### src/rtl/riscv_lsu.sv
// Load-store unit: turns byte/half/word core requests into aligned memory transactions with a ready timeout.
// Optional build macro RISCV_LSU_MISALIGN_CHECK_EN rejects misaligned half/word accesses without touching memory.
module riscv_lsu #(
    parameter int TIMEOUT_CYCLES = 15
) (
    input  logic        clk_i,
    input  logic        rst_i,
    input  logic        core_req_i,
    input  logic        core_we_i,
    input  logic [2:0]  core_size_i,
    input  logic [31:0] core_addr_i,
    input  logic [31:0] core_wd_i,
    output logic [31:0] core_rd_o,
    output logic        core_stall_o,
    output logic        err_o,
    output logic        mem_req_o,
    output logic        mem_we_o,
    output logic [3:0]  mem_be_o,
    output logic [31:0] mem_addr_o,
    output logic [31:0] mem_wd_o,
    input  logic [31:0] mem_rd_i,
    input  logic        mem_ready_i,
    output logic [1:0]  state_o
);
    localparam logic [1:0] ST_IDLE   = 2'b00;
    localparam logic [1:0] ST_ACCESS = 2'b01;
    localparam logic [1:0] ST_RESP   = 2'b10;
    localparam int CW = (TIMEOUT_CYCLES > 1) ? $clog2(TIMEOUT_CYCLES) : 1;
    localparam logic [CW-1:0] CNT_LIMIT = CW'(TIMEOUT_CYCLES - 1);

    logic [1:0]    state_q, state_d;
    logic [CW-1:0] cnt_q, cnt_d;
    logic          err_q, err_d;
    logic          we_q, we_d;
    logic [2:0]    size_q, size_d;
    logic [1:0]    off_q, off_d;
    logic [31:0]   addr_q, addr_d;
    logic [3:0]    be_q, be_d;
    logic [31:0]   wd_q, wd_d;
    logic [31:0]   rdata_q, rdata_d;

    logic [2:0]    size_n;
    logic [3:0]    be_n;
    logic [31:0]   wd_n;
    logic          misalign;
    logic [7:0]    byte_sel;
    logic [15:0]   half_sel;

    // Unsupported funct3 codes behave as a word access.
    always_comb begin
        case (core_size_i)
            3'b000, 3'b001, 3'b010, 3'b100, 3'b101: size_n = core_size_i;
            default:                                size_n = 3'b010;
        endcase
    end

    always_comb begin
        be_n = 4'b1111;
        wd_n = core_wd_i;
        if (core_we_i) begin
            case (size_n[1:0])
                2'b00: begin
                    be_n = 4'b0001 << core_addr_i[1:0];
                    wd_n = {4{core_wd_i[7:0]}};
                end
                2'b01: begin
                    be_n = core_addr_i[1] ? 4'b1100 : 4'b0011;
                    wd_n = {2{core_wd_i[15:0]}};
                end
                default: begin
                    be_n = 4'b1111;
                    wd_n = core_wd_i;
                end
            endcase
        end
    end

`ifdef RISCV_LSU_MISALIGN_CHECK_EN
    assign misalign = ((size_n[1:0] == 2'b01) && core_addr_i[0]) ||
                      ((size_n[1:0] == 2'b10) && (core_addr_i[1:0] != 2'b00));
`else
    assign misalign = 1'b0;
`endif

    always_comb begin
        state_d = state_q;
        cnt_d   = cnt_q;
        err_d   = err_q;
        we_d    = we_q;
        size_d  = size_q;
        off_d   = off_q;
        addr_d  = addr_q;
        be_d    = be_q;
        wd_d    = wd_q;
        rdata_d = rdata_q;
        case (state_q)
            ST_IDLE: begin
                if (core_req_i) begin
                    we_d   = core_we_i;
                    size_d = size_n;
                    off_d  = core_addr_i[1:0];
                    addr_d = {core_addr_i[31:2], 2'b00};
                    be_d   = be_n;
                    wd_d   = wd_n;
                    cnt_d  = '0;
                    if (misalign) begin
                        err_d   = 1'b1;
                        rdata_d = '0;
                        state_d = ST_RESP;
                    end else begin
                        err_d   = 1'b0;
                        state_d = ST_ACCESS;
                    end
                end
            end
            ST_ACCESS: begin
                // Ready on the final allowed cycle still counts as success.
                if (mem_ready_i) begin
                    if (!we_q) rdata_d = mem_rd_i;
                    err_d   = 1'b0;
                    state_d = ST_RESP;
                end else if (cnt_q == CNT_LIMIT) begin
                    rdata_d = '0;
                    err_d   = 1'b1;
                    state_d = ST_RESP;
                end else begin
                    cnt_d = cnt_q + 1'b1;
                end
            end
            ST_RESP:  state_d = ST_IDLE;
            default:  state_d = ST_IDLE;
        endcase
    end

    always_ff @(posedge clk_i or negedge rst_i) begin
        if (!rst_i) begin
            state_q <= ST_IDLE;
            cnt_q   <= '0;
            err_q   <= 1'b0;
            we_q    <= 1'b0;
            size_q  <= '0;
            off_q   <= '0;
            addr_q  <= '0;
            be_q    <= '0;
            wd_q    <= '0;
            rdata_q <= '0;
        end else begin
            state_q <= state_d;
            cnt_q   <= cnt_d;
            err_q   <= err_d;
            we_q    <= we_d;
            size_q  <= size_d;
            off_q   <= off_d;
            addr_q  <= addr_d;
            be_q    <= be_d;
            wd_q    <= wd_d;
            rdata_q <= rdata_d;
        end
    end

    always_comb begin
        case (off_q)
            2'b00:   byte_sel = rdata_q[7:0];
            2'b01:   byte_sel = rdata_q[15:8];
            2'b10:   byte_sel = rdata_q[23:16];
            default: byte_sel = rdata_q[31:24];
        endcase
        half_sel = off_q[1] ? rdata_q[31:16] : rdata_q[15:0];
        case (size_q)
            3'b000:  core_rd_o = {{24{byte_sel[7]}}, byte_sel};
            3'b001:  core_rd_o = {{16{half_sel[15]}}, half_sel};
            3'b100:  core_rd_o = {24'd0, byte_sel};
            3'b101:  core_rd_o = {16'd0, half_sel};
            default: core_rd_o = rdata_q;
        endcase
    end

    assign mem_req_o    = (state_q == ST_ACCESS);
    assign mem_we_o     = we_q;
    assign mem_be_o     = be_q;
    assign mem_addr_o   = addr_q;
    assign mem_wd_o     = wd_q;
    assign core_stall_o = ((state_q == ST_IDLE) && core_req_i) || (state_q == ST_ACCESS);
    assign err_o        = (state_q == ST_RESP) && err_q;
    assign state_o      = state_q;
endmodule

### config.mk
export PLATFORM = sky130hd
export DESIGN_NAME = riscv_lsu
export DESIGN_NICKNAME = d
export VERILOG_FILES = /design/src/rtl/riscv_lsu.sv
export SDC_FILE = /design/constraint.sdc
export NUM_CORES = 1
export LEC_CHECK = 0
export CAP_MARGIN = 20
export CORE_MARGIN = 2
export CORE_UTILIZATION = 43
export CTS_CLUSTER_SIZE = 8
export DETAILED_ROUTE_END_ITERATION = 10
export GPL_TIMING_DRIVEN = 1
export HOLD_SLACK_MARGIN = 0.05
export PLACE_DENSITY = 0.89
export SETUP_SLACK_MARGIN = 0.4
export SYNTH_ARGS = -nofsm -noshare
export SYNTH_HDL_FRONTEND = slang
export SYNTH_SLANG_ARGS = --single-unit
### constraint.sdc
create_clock -name clk_i -period 2 [get_ports clk_i]
set_input_delay 0.3 -clock clk_i [delete_from_list [all_inputs] [get_ports clk_i]]
set_output_delay 0.3 -clock clk_i [all_outputs]
set_load 0.1 [all_outputs]
; Yosys cells after proc, flatten, opt, wreduce, memory -nomap -nowiden
; Index checks and enable logic that the tools add are counted.
[word_totals]
reg_bits = 111
in_bits = 104
out_inout_bits = 106
elab_cells = 70
[classes]
n_addsub = 1
n_eq_ne = 18
shift = 1
n_mux = 24
reduce_logical = 16
[op_table]
columns = operator, count
row1 = 32-bit 2-to-1 mux, 4
row2 = 32-bit one-hot mux with 4 select lines, 1
row3 = 32-bit one-hot mux with 2 select lines, 1
row4 = 8-bit one-hot mux with 3 select lines, 1
row5 = 4-bit 2-to-1 mux, 5
row6 = 16-bit 2-to-1 mux, 1
row7 = 4-bit one-hot mux with 2 select lines, 2
row8 = 3-bit == test (second input constant), 4
row9 = 2-bit != test (second input constant), 4
row10 = 2-bit by 1-bit == test with 1-bit output (second input constant), 3
row11 = 3-bit by 1-bit == test with 1-bit output (second input constant), 2
row12 = 2-bit zero test, 3
row13 = 3-bit zero test, 2
row14 = 2-bit 2-to-1 mux, 3
row15 = 3-bit AND reduction, 2
row16 = 5-bit OR reduction, 1
row17 = 4-bit by 1-bit adder with 4-bit output (second input constant), 1
row18 = 2-bit == test (second input constant), 2
row19 = 4-bit == test (second input constant), 1
row20 = 2-bit one-hot mux with 2 select lines, 1
row21 = 2-bit AND reduction, 2
row22 = 4-bit AND reduction, 1
row23 = 2-bit nonzero test, 2
row24 = 1-bit by 2-bit left shift with 4-bit output (first input constant), 1
row25 = other kinds (7), 10

; Depth between registers and ports, before layout
; Gate-level depths: netlist (run 1).
[logic_depth]
depth_word = 6
ltp_mapped = 7
depth_no_buf = 6

; Worst setup path after synthesis (run 1)
; No wires, ideal clock.
[synth_path]
path_type = register to output
start = reg off_q[1]
end = out core_rd_o[7]
t_arrival_ps = 3238
t_required_ps = 1700
path_slack_ps = -1538
stages_incl_launch_ff = 6
path_cell_list = dfrtp_1 buf_2 inv_2 a21o_1 nor2b_1 a211oi_1
[synth_via]
elab_chain_cells = 3
elab_cells_between_ends = 6
classes_between = eq/ne (2) / mux (3) / reduce/logical (1)
[synth_lines]
columns = element, line_no
row1 = "start, declared", 36  ; logic [1:0] off_q, off_d;
row2 = "start signal, assigned", 142  ; off_q <= '0;
row3 = "start signal, assigned", 153  ; off_q <= off_d;
row4 = 2-bit == test (tied with other cells), 162  ; case (off_q)
row5 = 8-bit one-hot mux with 3 select lines, 162
row6 = 32-bit one-hot mux with 4 select lines (*), 169  ; case (size_q)
row7 = "end, declared", 13  ; output logic [31:0] core_rd_o,
; Every way passes the cells marked *; elsewhere a longest branch is shown, timed or not.

; Final worst setup path (run 1)
[layout_path]
start = reg off_q[0]
end = out core_rd_o[17]
[layout_via]
elab_chain_cells = 3
elab_cells_between_ends = 5
classes_between = eq/ne (2) / mux (2) / reduce/logical (1)
[layout_lines]
columns = element, line_no
row1 = 2-bit == test (tied with other cells), 162
row2 = 8-bit one-hot mux with 3 select lines (*), 162
row3 = 32-bit one-hot mux with 4 select lines (*), 169
; Marked as above.

==> metrics.md, run 1 <==
| Metric | Value |
|---|---|
| Clock Skew | `0.00728 ns` |
| Clock Latency Late Sink | `0.35 ns` |
| Unique masters post-synth | `43` |
| Root Driver | `clkbuf_16` |
| MaxCap Viol Count | `0` |
| Antenna-violating nets left | `0` |
| Area of the multi-input gates | `0.00259 mm²` |
| CTS Buffer Depth | `2` |
| Worst Hold Class | `input port to register` |
| Post-route DRC | `0` |
| Fin. Hold Viols | `0` |
| RSZ-0062 raised after global routing | `yes` |
| Area grow syn2layout | `69.0%` |
| Mean Syn Cell Area | `9.77 µm²` |
| # diodes | `0` |
| Critical path's slowest cell | `dfrtp_2` |
| Fillers | `714` |
| Num Clock Sinks | `111` |
| Starting Density | `0.443` |
| Post-synth design cell area | `0.00508 mm²` |
| Final Slew Violations | `0` |
| Total wire length | `17500 µm` |
| CTS buffer count | `9` |
| Final setup viols | `32` |
| Vias in the first global route | `between 5000 and 6000` |
| Final worst-path setup slack | `-0.406 ns` |
| Primary FF master, synth | `dfrtp_1` |
| Total GRT Usage | `0.273` |
| Crit-path cells | `mux2_4 > a32o_2 > a31o_4 > a21o_4 > buf_12` |
| Worst EP required | `1.70 ns` |
| Register bit total from synthesis | `111` |
| Final nets | `856` |
| Period utilisation layout | `1.20` |
| Status | `finished, violations left` |
| Flip-flop and latch area | `0.00279 mm²` |
| Endpoint type of the worst setup path | `output port` |
| GRT overflow | `0` |
| Hold Worst Slack | `0.471 ns` |
| WL per Instance | `19.5 µm` |
| Slew Limit Headroom | `0.621` |
| Fin util | `0.749` |
| Yosys top cell by area | `dfrtp_1` |
| Synth top area share | `0.547` |
| TritonRoute pass-1 iters | `5` |
| Max H-tree Level | `3` |
| DIE HEIGHT | `113 µm` |
| Synth top cells by count | `167 x nand2_1, 111 x dfrtp_1, 32 x a22o_1` |
| Fin crit period | `between 2 and 2.5 ns` |
| Synth area leaders | `dfrtp_1 55%, nand2_1 12%, a22o_1 5.5%` |
| Synth Instances | `520` |
| Maximum number of pins on one net before global-route repair | `52` |
| Hpwl dp | `11900 µm` |
| Synthesis warning total | `0` |
| Ys async rst share | `1.00` |
| Cell with the most instances after synthesis | `nand2_1` |
| PortBufs | `around 210` |
| Total core area | `0.0115 mm²` |
| Worst setup path class | `register to output port` |
| Crit-path max FO | `8` |
| Critical Path AT | `2.11 ns` |
| Post-synthesis sequential area ratio | `0.547` |
| Top-Level Pins | `210` |
| Type of origin of the critical path | `register` |
| FP Rows | `39` |
| First-pass GRT wire length | `approximately 27000 µm` |
| Vias | `4959` |
| Violated checks | `negative setup slack` |
| Routability Congestion | `0.900` |
| Initial antenna violation count | `0` |
| CTS tree | `done` |
| DR iter-0 viols | `307` |
| Vias per inst | `5.52` |
| Max Clk Rate | `~0.42 GHz` |
| CP peak stage delay | `between 0.4 and 0.5 ns` |
| Layout cells sized above 1 | `0.334` |
| Least-Margin Pin Slew | `around 0.57 ns` |
| Die X | `approximately 110 µm` |
| CTS clk-pin slew, worst paths | `0.07 ns` |
| Number of synthesized flops with an enable pin | `0` |
| DIE AREA | `0.0127 mm²` |
## registers in the layout, summed over array words and instances (netlist names)
| register | flops |
|---|---|
| state_o | 2 |
| cnt_q | 4 |
| size_q | 3 |
| mem_wd_o | 32 |
| err_q | 1 |
| mem_be_o | 4 |
| off_q | 2 |
| rdata_q | 32 |
| mem_addr_o | 30 |
| mem_we_o | 1 |
## layout by cell type (no fill, tap or decap), types with 3 or more instances in the layout
cell type	instances
a21o_4	17
a21oi_1	10
a221o_2	7
a22o_1	32
a22oi_2	6
a31oi_1	3
buf_12	43
buf_4	103
buf_6	4
clkbuf_16	9
clkdlybuf4s50_1	102
clkinv_2	3
dfrtp_1	105
dfrtp_2	4
inv_1	4
mux2_2	5
mux2_4	5
mux2i_1	27
nand2_1	158
nand2_4	8
nand2b_1	3
nand3b_1	3
nor2_1	16
nor2_4	3
o21ai_0	19
o21ai_1	8
o21ai_4	7
## worst paths after layout
check                                     start        endpoint  slack (ns)  cells past startpoint
min in group asynchronous                 rst_i      rdata_q[2]        0.48                      2
worst max register to register       state_o[1]        cnt_q[2]        0.41                      5
worst max-delay path                   off_q[0]   core_rd_o[17]       -0.41                      5
max in group asynchronous                 rst_i  mem_addr_o[26]        0.90                      3
worst min register to register   mem_addr_o[21]  mem_addr_o[21]        0.48                      2
worst min-delay path            core_addr_i[10]  mem_addr_o[10]        0.47                      3
## worst max-delay path, delay by kind of cell (launching register included)
family	cells	cell delay, ns
AOI/OAI and AO/OA	3	0.84
buffers and inverters	1	0.16
DFF	1	0.44
muxes	1	0.31
## cell type report
type | instances | share of cell area
flip-flops and latches | 111 | 0.325
repair buffers | 253 | 0.316
multi-input cells | 369 | 0.302
clock buffers | 11 | 0.0294
well taps | 143 | 0.0208
clock inverters | 5 | 0.00364
inverters | 6 | 0.00306
## layer usage
layer,share of wire,up-vias,global-route usage
met1,0.38,2412,0.319
met5,0,-,0
met2,0.50,245,0.463
li1,-,2239,-
met3,0.068,63,0.0723
met4,0.047,0,0.141
## metrics by stage
step | setup TNS [ns] | cells | worst slack (ns) | cell area, µm²
floorplan | -0.458 | 521 | -0.0301 | 5350
detailed placement | -0.455 | 861 | -0.0490 | 7860
global route | -11.73 | 898 | -0.440 | 8580
CTS | -9.92 | 892 | -0.379 | 8470
global placement | 0 | 861 | 0.0150 | 7860
finish | -10.44 | 898 | -0.406 | 8580
## kinds of logic (layout without fill, tap and decap cells)
family,count (synthesis),after routing,share of synthesized area
and+or+nand+nor,207,207,0.165
AOI/OAI and AO/OA,120,121,0.169
DFF,111,111,0.547
buffers and inverters,42,275,0.0369
muxes,37,37,0.0761
adders and majority gates,2,2,0.00493
other,1,2,0.000738
## what timing repair did
| item | CTS | global route |
|---|---|---|
| hold buffers | 1 | 0 |
| gates resized for setup | 47 | 14 |
| cloned | 1 | 0 |
| hold endpoints to repair | 38 | 0 |
| buffers inserted | 13 | 6 |
| pin swaps | 12 | 7 |
| setup endpoints to repair | 69 | 90 |
Power of run 1 is not shown: default switching activity piles up to over one toggle a cycle in this logic, so the estimate is an artifact.
==> inputs of run 2 (changes only) <==
--- a/config.mk
+++ b/config.mk
@@ -5,14 +5,15 @@
 export SDC_FILE = /design/constraint.sdc
 export NUM_CORES = 1
 export LEC_CHECK = 0
-export CAP_MARGIN = 20
+export ABC_AREA = 1
+export CAP_MARGIN = 25
 export CORE_MARGIN = 2
-export CORE_UTILIZATION = 43
+export CORE_UTILIZATION = 45
 export CTS_CLUSTER_SIZE = 8
 export DETAILED_ROUTE_END_ITERATION = 10
 export GPL_TIMING_DRIVEN = 1
 export HOLD_SLACK_MARGIN = 0.05
-export PLACE_DENSITY = 0.89
+export PLACE_DENSITY = 0.91
 export SETUP_SLACK_MARGIN = 0.4
 export SYNTH_ARGS = -nofsm -noshare
 export SYNTH_HDL_FRONTEND = slang
==> run 2 against run 1 <==
  * The flow still finishes with violations (negative setup slack)
  * Critical path depth grew 2
  * Wire length grew 27%
  * Clock-buffer cell count shrank 1
  * Flip-flop and latch count is the same
  * Clock skew is essentially flat
==> metrics.md, run 2 <==
| Metric | Value |
|---|---|
| DR iter-0 viols | `561` |
| Area grow syn2layout | `76.3%` |
| Initial antenna violation count | `0` |
| Worst EP required | `1.70 ns` |
| Worst setup path class | `register to output port` |
| Total wire length | `22200 µm` |
| Critical path's slowest cell | `dfrtp_2` |
| TritonRoute pass-1 iters | `5` |
| Register bit total from synthesis | `111` |
| Total core area | `0.0121 mm²` |
| Antenna-violating nets left | `0` |
| RSZ-0062 raised after global routing | `yes` |
| Routability Congestion | `between 0.9 and 1` |
| Primary FF master, synth | `dfrtp_1` |
| Total GRT Usage | `0.298` |
| DIE AREA | `0.0134 mm²` |
| Final setup viols | `31` |
| Vias per inst | `5.50` |
| Num Clock Sinks | `between 100 and 150` |
| GRT overflow | `0` |
| First-pass GRT wire length | `between 30000 and 40000 µm` |
| Hpwl dp | `between 10000 and 15000 µm` |
| Root Driver | `clkbuf_16` |
| R2R cell count | `10` |
| PortBufs | `roughly 210` |
| MaxCap Viol Count | `0` |
| Top-Level Pins | `210` |
| CTS Buffer Depth | `2` |
| Critical Path AT | `1.80 ns` |
| Number of synthesized flops with an enable pin | `0` |
| Mean Syn Cell Area | `7.43 µm²` |
| Crit-path cells | `nand3_2 > nand2_2 > inv_2 > nand3_4 > clkbuf_16 > a21oi_4 > buf_12` |
| Ys async rst share | `1.00` |
| Die X | `116 µm` |
| Reg2reg setup slack | `~0.22 ns` |
| Vias | `6401` |
| Fillers | `679` |
| Hold Worst Slack | `0.455 ns` |
| Pre-CTS setup slack | `approximately 0.18 ns` |
| Synth top cells by count | `347 x nand2_1, 111 x dfrtp_1, 97 x nand3_1` |
| Crit-path max FO | `6` |
| Fin. Hold Viols | `0` |
| Post-route DRC | `0` |
| Final Slew Violations | `0` |
| Clock Latency Late Sink | `~0.35 ns` |
| Maximum number of pins on one net before global-route repair | `35` |
| Synthesis warning total | `0` |
| CTS tree | `done` |
| CTS clk-pin slew, worst paths | `around 0.08 ns` |
| Final nets | `1097` |
| Fin crit period | `2.10 ns` |
| Max Clk Rate | `between 0.4 and 0.5 GHz` |
| DIE HEIGHT | `~120 µm` |
| Most frequent cells in the layout | `262 x nand2_1, 105 x dfrtp_1, 102 x clkdlybuf4s50_1, 100 x buf_4, 76 x nand3_1` |
| CTS buffer count | `9` |
| Status | `finished, violations left` |
| Reg2reg start | `state_o[1]` |
| Starting Density | `0.464` |
| # diodes | `0` |
| Most common cell after layout, fill and taps aside | `nand2_1` |
| Synth top area share | `0.494` |
| Max H-tree Level | `3` |
| Synth Instances | `757` |
| Vias in the first global route | `6219` |
| Unique masters post-synth | `30` |
| R2R Path End | `rdata_q[2]` |
| Fin util | `0.819` |
| Type of origin of the critical path | `register` |
| Period utilisation layout | `1.05` |
| Violated checks | `negative setup slack` |
| Cell with the most instances after synthesis | `nand2_1` |
| Worst Hold Class | `input port to async pin` |
| Final worst-path setup slack | `-0.104 ns` |
| Post-synth design cell area | `0.00562 mm²` |
| Endpoint type of the worst setup path | `output port` |
| Clock Skew | `0.00722 ns` |
| FP Rows | `40` |
| Post-synthesis sequential area ratio | `0.494` |
| CP peak stage delay | `0.48 ns` |
| WL per Instance | `19.1 µm` |
| Synth area leaders | `dfrtp_1 49%, nand2_1 23%, nand3_1 8.6%` |
| Layout cells sized above 1 | `0.353` |
| Yosys top cell by area | `dfrtp_1` |
==> run 2: logic make-up after synthesis <==
family | after synthesis | synth area share
buffers and inverters | 102 | 0.0845
adders and majority gates | 2 | 0.00445
AOI/OAI and AO/OA | 56 | 0.0574
other | 1 | 0.000667
DFF | 111 | 0.494
xor gates and xnor gates | 2 | 0.00312
and+or+nand+nor | 483 | 0.356
==> run 2: repair_timing <==
action,CTS,global route
resized for setup,92,112
setup endpoints to repair,93,109
setup buffers,11,15
endpoints found under the hold margin,31,0
hold buffers,1,0
gates cloned,5,6
pin swaps,75,66
==> run 2: final cells by class <==
cell class	instances	area [µm²]	share of cell area
clock inverters	6	67.6	0.00681
clock buffers	10	229	0.0231
repair buffers	265	3020	0.305
inverters	57	255	0.0257
flip-flops and latches	111	2790	0.281
well taps	168	210	0.0212
repair inverters	1	8.76	0.000883
multi-input cells	546	3330	0.336
==> run 2: worst max path at each step <==
stage / slack, ns / endpoint / from
3_3_place_gp: 0.25 / mem_wd_o[21] / core_we_i
3_5_place_dp: 0.18 / mem_wd_o[27] / core_size_i[1]
5_1_grt: -0.16 / core_rd_o[14] / off_q[1]
6_report: -0.10 / core_rd_o[14] / off_q[1]
4_1_cts: -0.07 / core_rd_o[11] / off_q[1]
2_1_floorplan: 0.13 / core_rd_o[11] / size_q[1]
==> run 2: metrics by stage <==
stage / cell area, µm² / setup TNS, ns / std cells
floorplan: 6090 / 0 / 758
global placement: 8460 / 0 / 1110
CTS: 9250 / -0.615 / 1143
finish: 9910 / -1.93 / 1164
detailed placement: 8460 / 0 / 1110
global route: 9910 / -3.62 / 1164
==> run 2: per-layer routing <==
metal	up-vias	global-route usage	wire length (µm)
met5	-	0	0
met4	0	0.157	1420
met3	111	0.0659	1870
met2	402	0.516	11200
met1	3046	0.345	7700
li1	2842	-	-
==> run 2: worst max-delay path, delay by kind of cell, from the launching register on <==
| kind | cells | cell delay [ns] |
|---|---|---|
| buf+inv | 3 | 0.50 |
| simple gates | 3 | 0.31 |
| flops | 1 | 0.48 |
| compound gates | 1 | 0.16 |
Power of run 2 is left out for the same reason.
